`config.mk`:
```
export PLATFORM = sky130hd
export DESIGN_NAME = rx_frame_sync
export DESIGN_NICKNAME = d
export VERILOG_FILES = /design/src/rtl/rx_frame_sync.sv
export SDC_FILE = /design/constraint.sdc
export NUM_CORES = 1
export LEC_CHECK = 0
export ABC_AREA = 1
export CAP_MARGIN = 10
export CELL_PAD_IN_SITES_DETAIL_PLACEMENT = 0
export CELL_PAD_IN_SITES_GLOBAL_PLACEMENT = 2
export CORE_UTILIZATION = 34
export CTS_CLUSTER_SIZE = 28
export DETAILED_ROUTE_END_ITERATION = 10
export PLACE_DENSITY = 0.74
export SYNTH_ARGS = -nofsm -noshare
export SYNTH_HDL_FRONTEND = slang
export SYNTH_SLANG_ARGS = --single-unit
```
`constraint.sdc`:
```
create_clock -name inClock -period 2.26 [get_ports inClock]
set_input_delay 0.226 -clock inClock [delete_from_list [all_inputs] [get_ports inClock]]
set_output_delay 0.226 -clock inClock [all_outputs]
set_load 0.005 [all_outputs]
```
`src/rtl/rx_frame_sync.sv`:
```
// 802.15.4 receive framer: hunts preamble/SFD, decodes PHR length and
// forwards only PSDU bits to the output FIFO write port.
module rx_frame_sync #(
    parameter int         PREAMBLE_MIN = 16,
    parameter logic [7:0] SFD          = 8'hA7,
    parameter int         MAX_LEN      = 127
) (
    input  logic       inClock,
    input  logic       inReset,
    input  logic       i_data,
    input  logic       i_flag,
    input  logic       i_fifo_full,
    output logic       o_data,
    output logic       o_wr_en,
    output logic       o_frame_active,
    output logic       o_frame_done,
    output logic [6:0] o_frame_len,
    output logic       o_len_err,
    output logic       o_overflow
);

    localparam logic [2:0] S_HUNT    = 3'd0;
    localparam logic [2:0] S_PRE_OK  = 3'd1;
    localparam logic [2:0] S_SFD     = 3'd2;
    localparam logic [2:0] S_PHR     = 3'd3;
    localparam logic [2:0] S_PAYLOAD = 3'd4;

    localparam logic [5:0] PRE_MIN = 6'(PREAMBLE_MIN);
    localparam logic [6:0] LEN_MAX = 7'(MAX_LEN);

    logic [2:0] r_state;
    logic [5:0] r_zc;
    logic [2:0] r_bc;
    logic [9:0] r_pc;
    logic [7:0] r_sh;
    logic       r_data;
    logic       r_wr_en;
    logic       r_frame_active;
    logic       r_frame_done;
    logic [6:0] r_frame_len;
    logic       r_len_err;
    logic       r_overflow;

    logic [7:0] w_sh_nxt;
    logic [6:0] w_len;
    logic       w_len_ok;
    logic [5:0] w_zc_inc;
    logic [9:0] w_pc_last;

    assign w_sh_nxt  = {i_data, r_sh[7:1]};
    // PHR bit 7 is reserved, so only the low seven bits carry the length
    assign w_len     = w_sh_nxt[6:0];
    assign w_len_ok  = (w_len != 7'd0) && (w_len <= LEN_MAX);
    assign w_zc_inc  = r_zc + 6'd1;
    assign w_pc_last = {r_frame_len, 3'b000} - 10'd1;

    always_ff @(posedge inClock or negedge inReset) begin
        if (!inReset) begin
            r_state        <= S_HUNT;
            r_zc           <= '0;
            r_bc           <= '0;
            r_pc           <= '0;
            r_sh           <= '0;
            r_data         <= 1'b0;
            r_wr_en        <= 1'b0;
            r_frame_active <= 1'b0;
            r_frame_done   <= 1'b0;
            r_frame_len    <= '0;
            r_len_err      <= 1'b0;
            r_overflow     <= 1'b0;
        end else begin
            r_wr_en      <= 1'b0;
            r_frame_done <= 1'b0;
            r_len_err    <= 1'b0;
            if (i_flag) begin
                r_sh <= w_sh_nxt;
                case (r_state)
                    S_HUNT: begin
                        if (i_data) begin
                            r_zc <= '0;
                        end else begin
                            r_zc <= w_zc_inc;
                            if (w_zc_inc == PRE_MIN) r_state <= S_PRE_OK;
                        end
                    end
                    S_PRE_OK: begin
                        if (i_data) begin
                            r_state <= S_SFD;
                            r_bc    <= 3'd1;
                        end
                    end
                    S_SFD: begin
                        r_bc <= r_bc + 3'd1;
                        if (r_bc == 3'd7) begin
                            if (w_sh_nxt == SFD) begin
                                r_state    <= S_PHR;
                                r_overflow <= 1'b0;
                            end else begin
                                // a trailing 0 already counts toward the next preamble
                                r_state <= S_HUNT;
                                r_zc    <= {5'd0, ~i_data};
                            end
                        end
                    end
                    S_PHR: begin
                        r_bc <= r_bc + 3'd1;
                        if (r_bc == 3'd7) begin
                            if (w_len_ok) begin
                                r_frame_len    <= w_len;
                                r_frame_active <= 1'b1;
                                r_pc           <= '0;
                                r_state        <= S_PAYLOAD;
                            end else begin
                                r_len_err <= 1'b1;
                                r_zc      <= '0;
                                r_state   <= S_HUNT;
                            end
                        end
                    end
                    S_PAYLOAD: begin
                        r_data  <= i_data;
                        r_wr_en <= ~i_fifo_full;
                        if (i_fifo_full) r_overflow <= 1'b1;
                        r_pc <= r_pc + 10'd1;
                        if (r_pc == w_pc_last) begin
                            r_frame_done   <= 1'b1;
                            r_frame_active <= 1'b0;
                            r_zc           <= '0;
                            r_state        <= S_HUNT;
                        end
                    end
                    default: r_state <= S_HUNT;
                endcase
            end
        end
    end

    assign o_data         = r_data;
    assign o_wr_en        = r_wr_en;
    assign o_frame_active = r_frame_active;
    assign o_frame_done   = r_frame_done;
    assign o_frame_len    = r_frame_len;
    assign o_len_err      = r_len_err;
    assign o_overflow     = r_overflow;

endmodule
```
==> impl_metrics.sql <==
INSERT INTO impl_metrics (metric_group, metric, value, unit) VALUES
('worst_setup_path', 'r2r.worst_path.cells', '12', ''),
('floorplan', 'dieHeight', '85.9', 'um'),
('pwr', 'part_of_the_power_in_registers', '56.7', '%'),
('detailed_routing', 'drt_first_iter_violations', '83', ''),
('synthesis', 'register_bit_count_reported_by_yosys', '42', ''),
('sta', 'skew', '10.5', 'ps'),
('sta', 'setup_tns', '0', 'ps'),
('detailed_routing', 'routed.top_layer', 'met4', ''),
('floorplan', 'initial_utilization', '35.2', '%'),
('synthesis', 'yosys.area.top_type', 'sky130_fd_sc_hd__dfrtp_1', ''),
('sta', 'max_slew_margin', '76.4', '%'),
('place', 'gp_routability_congestion', '0.768', ''),
('pwr', 'power_per_cell_area', '516', 'nW/um^2'),
('detailed_routing', 'wl_met2', '2740', 'um'),
('synthesis', 'synthesis.instances', '310', ''),
('synthesis', 'yosys_warnings', '0', ''),
('global_routing', 'grt.total_usage', '17.2', '%'),
('synthesis', 'synth_top_family_by_area', 'simple AND/OR/NAND/NOR gates', ''),
('job', 'drv_cap', '0', ''),
('sta', 'finalCritPeriodShare', '84.8', '%'),
('worst_setup_path', 'crit_required', '2460', 'ps'),
('sta', 'tightest_slew', '354', 'ps'),
('detailed_routing', 'drt_first_pass_iters', '4', ''),
('worst_setup_path', 'critical_path_class', 'reg2reg', ''),
('outcome', 'run_status', 'finished clean', ''),
('final_layout', 'area_growth', '17.0', '%'),
('final_layout', 'final.fill_count', '726', ''),
('sta', 'hold_viol', '0', ''),
('detailed_routing', 'route.layer.met1.wl', '2820', 'um'),
('cts', 'clkTransAtPathRegs', '90', 'ps'),
('synthesis', 'synth-compound-area-share', '10.3', '%'),
('detailed_routing', 'drc', '0', ''),
('pwr', 'pwr-share-comb', '8.8', '%'),
('global_routing', 'antenna_violations_before_repair', '0', ''),
('cts', 'clock_latency', '300', 'ps'),
('synthesis', 'yosys.area.top_type_share', '43.9', '%'),
('final_layout', 'nets', '347', ''),
('sta', 'setup-violations-final', '0', ''),
('worst_setup_path', 'max_stage_delay', '420', 'ps'),
('worst_hold_path', 'worst_hold_path_type', 'in2async', ''),
('detailed_routing', 'wl_met3', '128', 'um'),
('detailed_routing', 'vias', '2018', ''),
('sta', 'holdWs', '356', 'ps'),
('sta', 'drv_slew', '0', ''),
('pwr', 'clockPowerShare', '34.4', '%'),
('pwr', 'total_switching_power', '0.399', 'mW'),
('global_routing', 'largest_net_degree_at_the_start_of_global_routing', '20', ''),
('cts', 'clk_path_buf_depth', '2', ''),
('floorplan', 'floorplan.die.width', '85.9', 'um'),
('floorplan', 'core-area', '6790', 'sq um'),
('place', 'buffers_added_on_ports', '17', ''),
('detailed_routing', 'postRouteAntennaNets', '0', ''),
('cts', 'cts-buffers-inserted', '5', ''),
('sta', 'unrepaired_setup_endpoints_after_global_routing', 'false', ''),
('worst_setup_path', 'critical_path.n_buffers_inverters', '1', ''),
('synthesis', 'synthArstFlopShare', '100', '%'),
('worst_setup_path', 'timing.critical_path.from_type', 'flip-flop', ''),
('synthesis', 'post_synth_cell_types', '31', ''),
('worst_setup_path', 'path_max_fanout', '10', ''),
('cts', 'clock_sink_count', '42', ''),
('worst_setup_path', 'path_depth', '12', ''),
('worst_setup_path', 'worst_ep_arrival_time', '2110', 'ps'),
('floorplan', 'die_area', '7380', 'sq um'),
('detailed_routing', 'routed_wirelength', '5750', 'um'),
('synthesis', 'synthesis.nets', '320', ''),
('synthesis', 'post_synth_fa_ha_maj_area_fraction', '2.62', '%'),
('cts', 'tritoncts', 'done', ''),
('cts', 'number_of_h_tree_levels', '2', ''),
('sta', 'finalWorstPathRequiredPeriod', '1920', 'ps'),
('pwr', 'ir_drop', '0.225', 'mV'),
('synthesis', 'synth_edf_count', '0', '');
[cells in the mapped netlist, types with 5 or more instances]
cell type                 number
sky130_fd_sc_hd__nand2_1      95
sky130_fd_sc_hd__dfrtp_1      42
sky130_fd_sc_hd__nor2_1       32
sky130_fd_sc_hd__inv_1        30
sky130_fd_sc_hd__nand3_1      22
sky130_fd_sc_hd__o21ai_0      17
sky130_fd_sc_hd__nand4_1       7
sky130_fd_sc_hd__o21ai_1       7
sky130_fd_sc_hd__a21oi_1       6
sky130_fd_sc_hd__xor2_1        6
sky130_fd_sc_hd__ha_1          5
sky130_fd_sc_hd__nand2_2       5
sky130_fd_sc_hd__nor3_1        5
[routing by layer]
layer / vias up / GRT usage, %
li1: 1061 / -
met1: 925 / 22.3
met2: 26 / 29.5
met3: 6 / 2.98
met4: 0 / 4.55
met5: - / 0
[power groups by stage]
stage               Sequential [mW]  Clock, mW  Combinational [mW]
CTS                           0.820      0.524               0.130
global placement              0.835          0               0.129
detailed placement            0.834          0               0.129
floorplan                     0.821          0              0.0786
global route                  0.826      0.549               0.148
finish                        0.820      0.498               0.127
[registers in the layout (all words and copies together), names as in the netlist]
signal          count
o_data              1
o_frame_active      1
o_frame_done        1
o_frame_len         7
o_len_err           1
o_overflow          1
o_wr_en             1
r_bc                3
r_pc               10
r_sh                7
r_state             3
r_zc                6
[worst paths after layout]
kind                           startpoint      end  slack (ps)
max                        o_frame_len[0]  r_zc[0]         340
min in group inClock               o_data   o_data         490
min reg2reg                        o_data   o_data         490
max reg2reg                o_frame_len[0]  r_zc[0]         340
min                               inReset  r_pc[8]         360
max in group asynchronous         inReset  r_sh[1]        1360
[cell families (layout without fill, tap and decap cells)]
logic type / after synthesis / count (layout)
flip-flops: 42 / 42
AO/OA/AOI/OAI: 40 / 40
buffers and inverters: 36 / 64
AND/OR/NAND/NOR: 178 / 178
XOR/XNOR: 9 / 9
adder cells (fa/ha/maj): 5 / 5
[layout make-up]
type | count | area (sq um) | area share (%)
Clock buffer | 5 | 68.8 | 2.46
Clock inverter | 3 | 21.3 | 0.760
Inverter | 34 | 133 | 4.74
Multi-Input combinational cell | 232 | 1200 | 42.9
Sequential cell | 42 | 1050 | 37.6
Tap cell | 96 | 120 | 4.29
Timing Repair Buffer | 22 | 205 | 7.33
[layout by cell type, fill, tap and decap left out, types with 6 or more instances in the layout]
master,count
sky130_fd_sc_hd__xor2_1,6
sky130_fd_sc_hd__clkdlybuf4s50_1,16
sky130_fd_sc_hd__dfrtp_1,42
sky130_fd_sc_hd__inv_1,30
sky130_fd_sc_hd__a21oi_1,6
sky130_fd_sc_hd__o21ai_0,17
sky130_fd_sc_hd__nand3_1,22
sky130_fd_sc_hd__nand2_1,95
sky130_fd_sc_hd__nand4_1,7
sky130_fd_sc_hd__nor2_1,32
sky130_fd_sc_hd__o21ai_1,7
[timing repair]
item                                   CTS  global route
buffers inserted                         0             0
endpoints found under the hold margin   13             0
hold buffers                             1             0
[metrics by stage]
stage | utilization, % | power (mW) | setup slack, ps | instances | cell area [sq um]
final | 41.2 | 1.44 | 344 | 434 | 2800
after global routing | 41.2 | 1.52 | 110 | 434 | 2800
after CTS | 41.2 | 1.48 | 322 | 434 | 2800
after detailed placement | 39.7 | 0.963 | 323 | 425 | 2700
after global placement | 39.7 | 0.963 | 328 | 425 | 2700
after floorplan | - | 0.900 | 627 | 310 | 2390
Note: power is estimated with default switching activity, not from simulation.
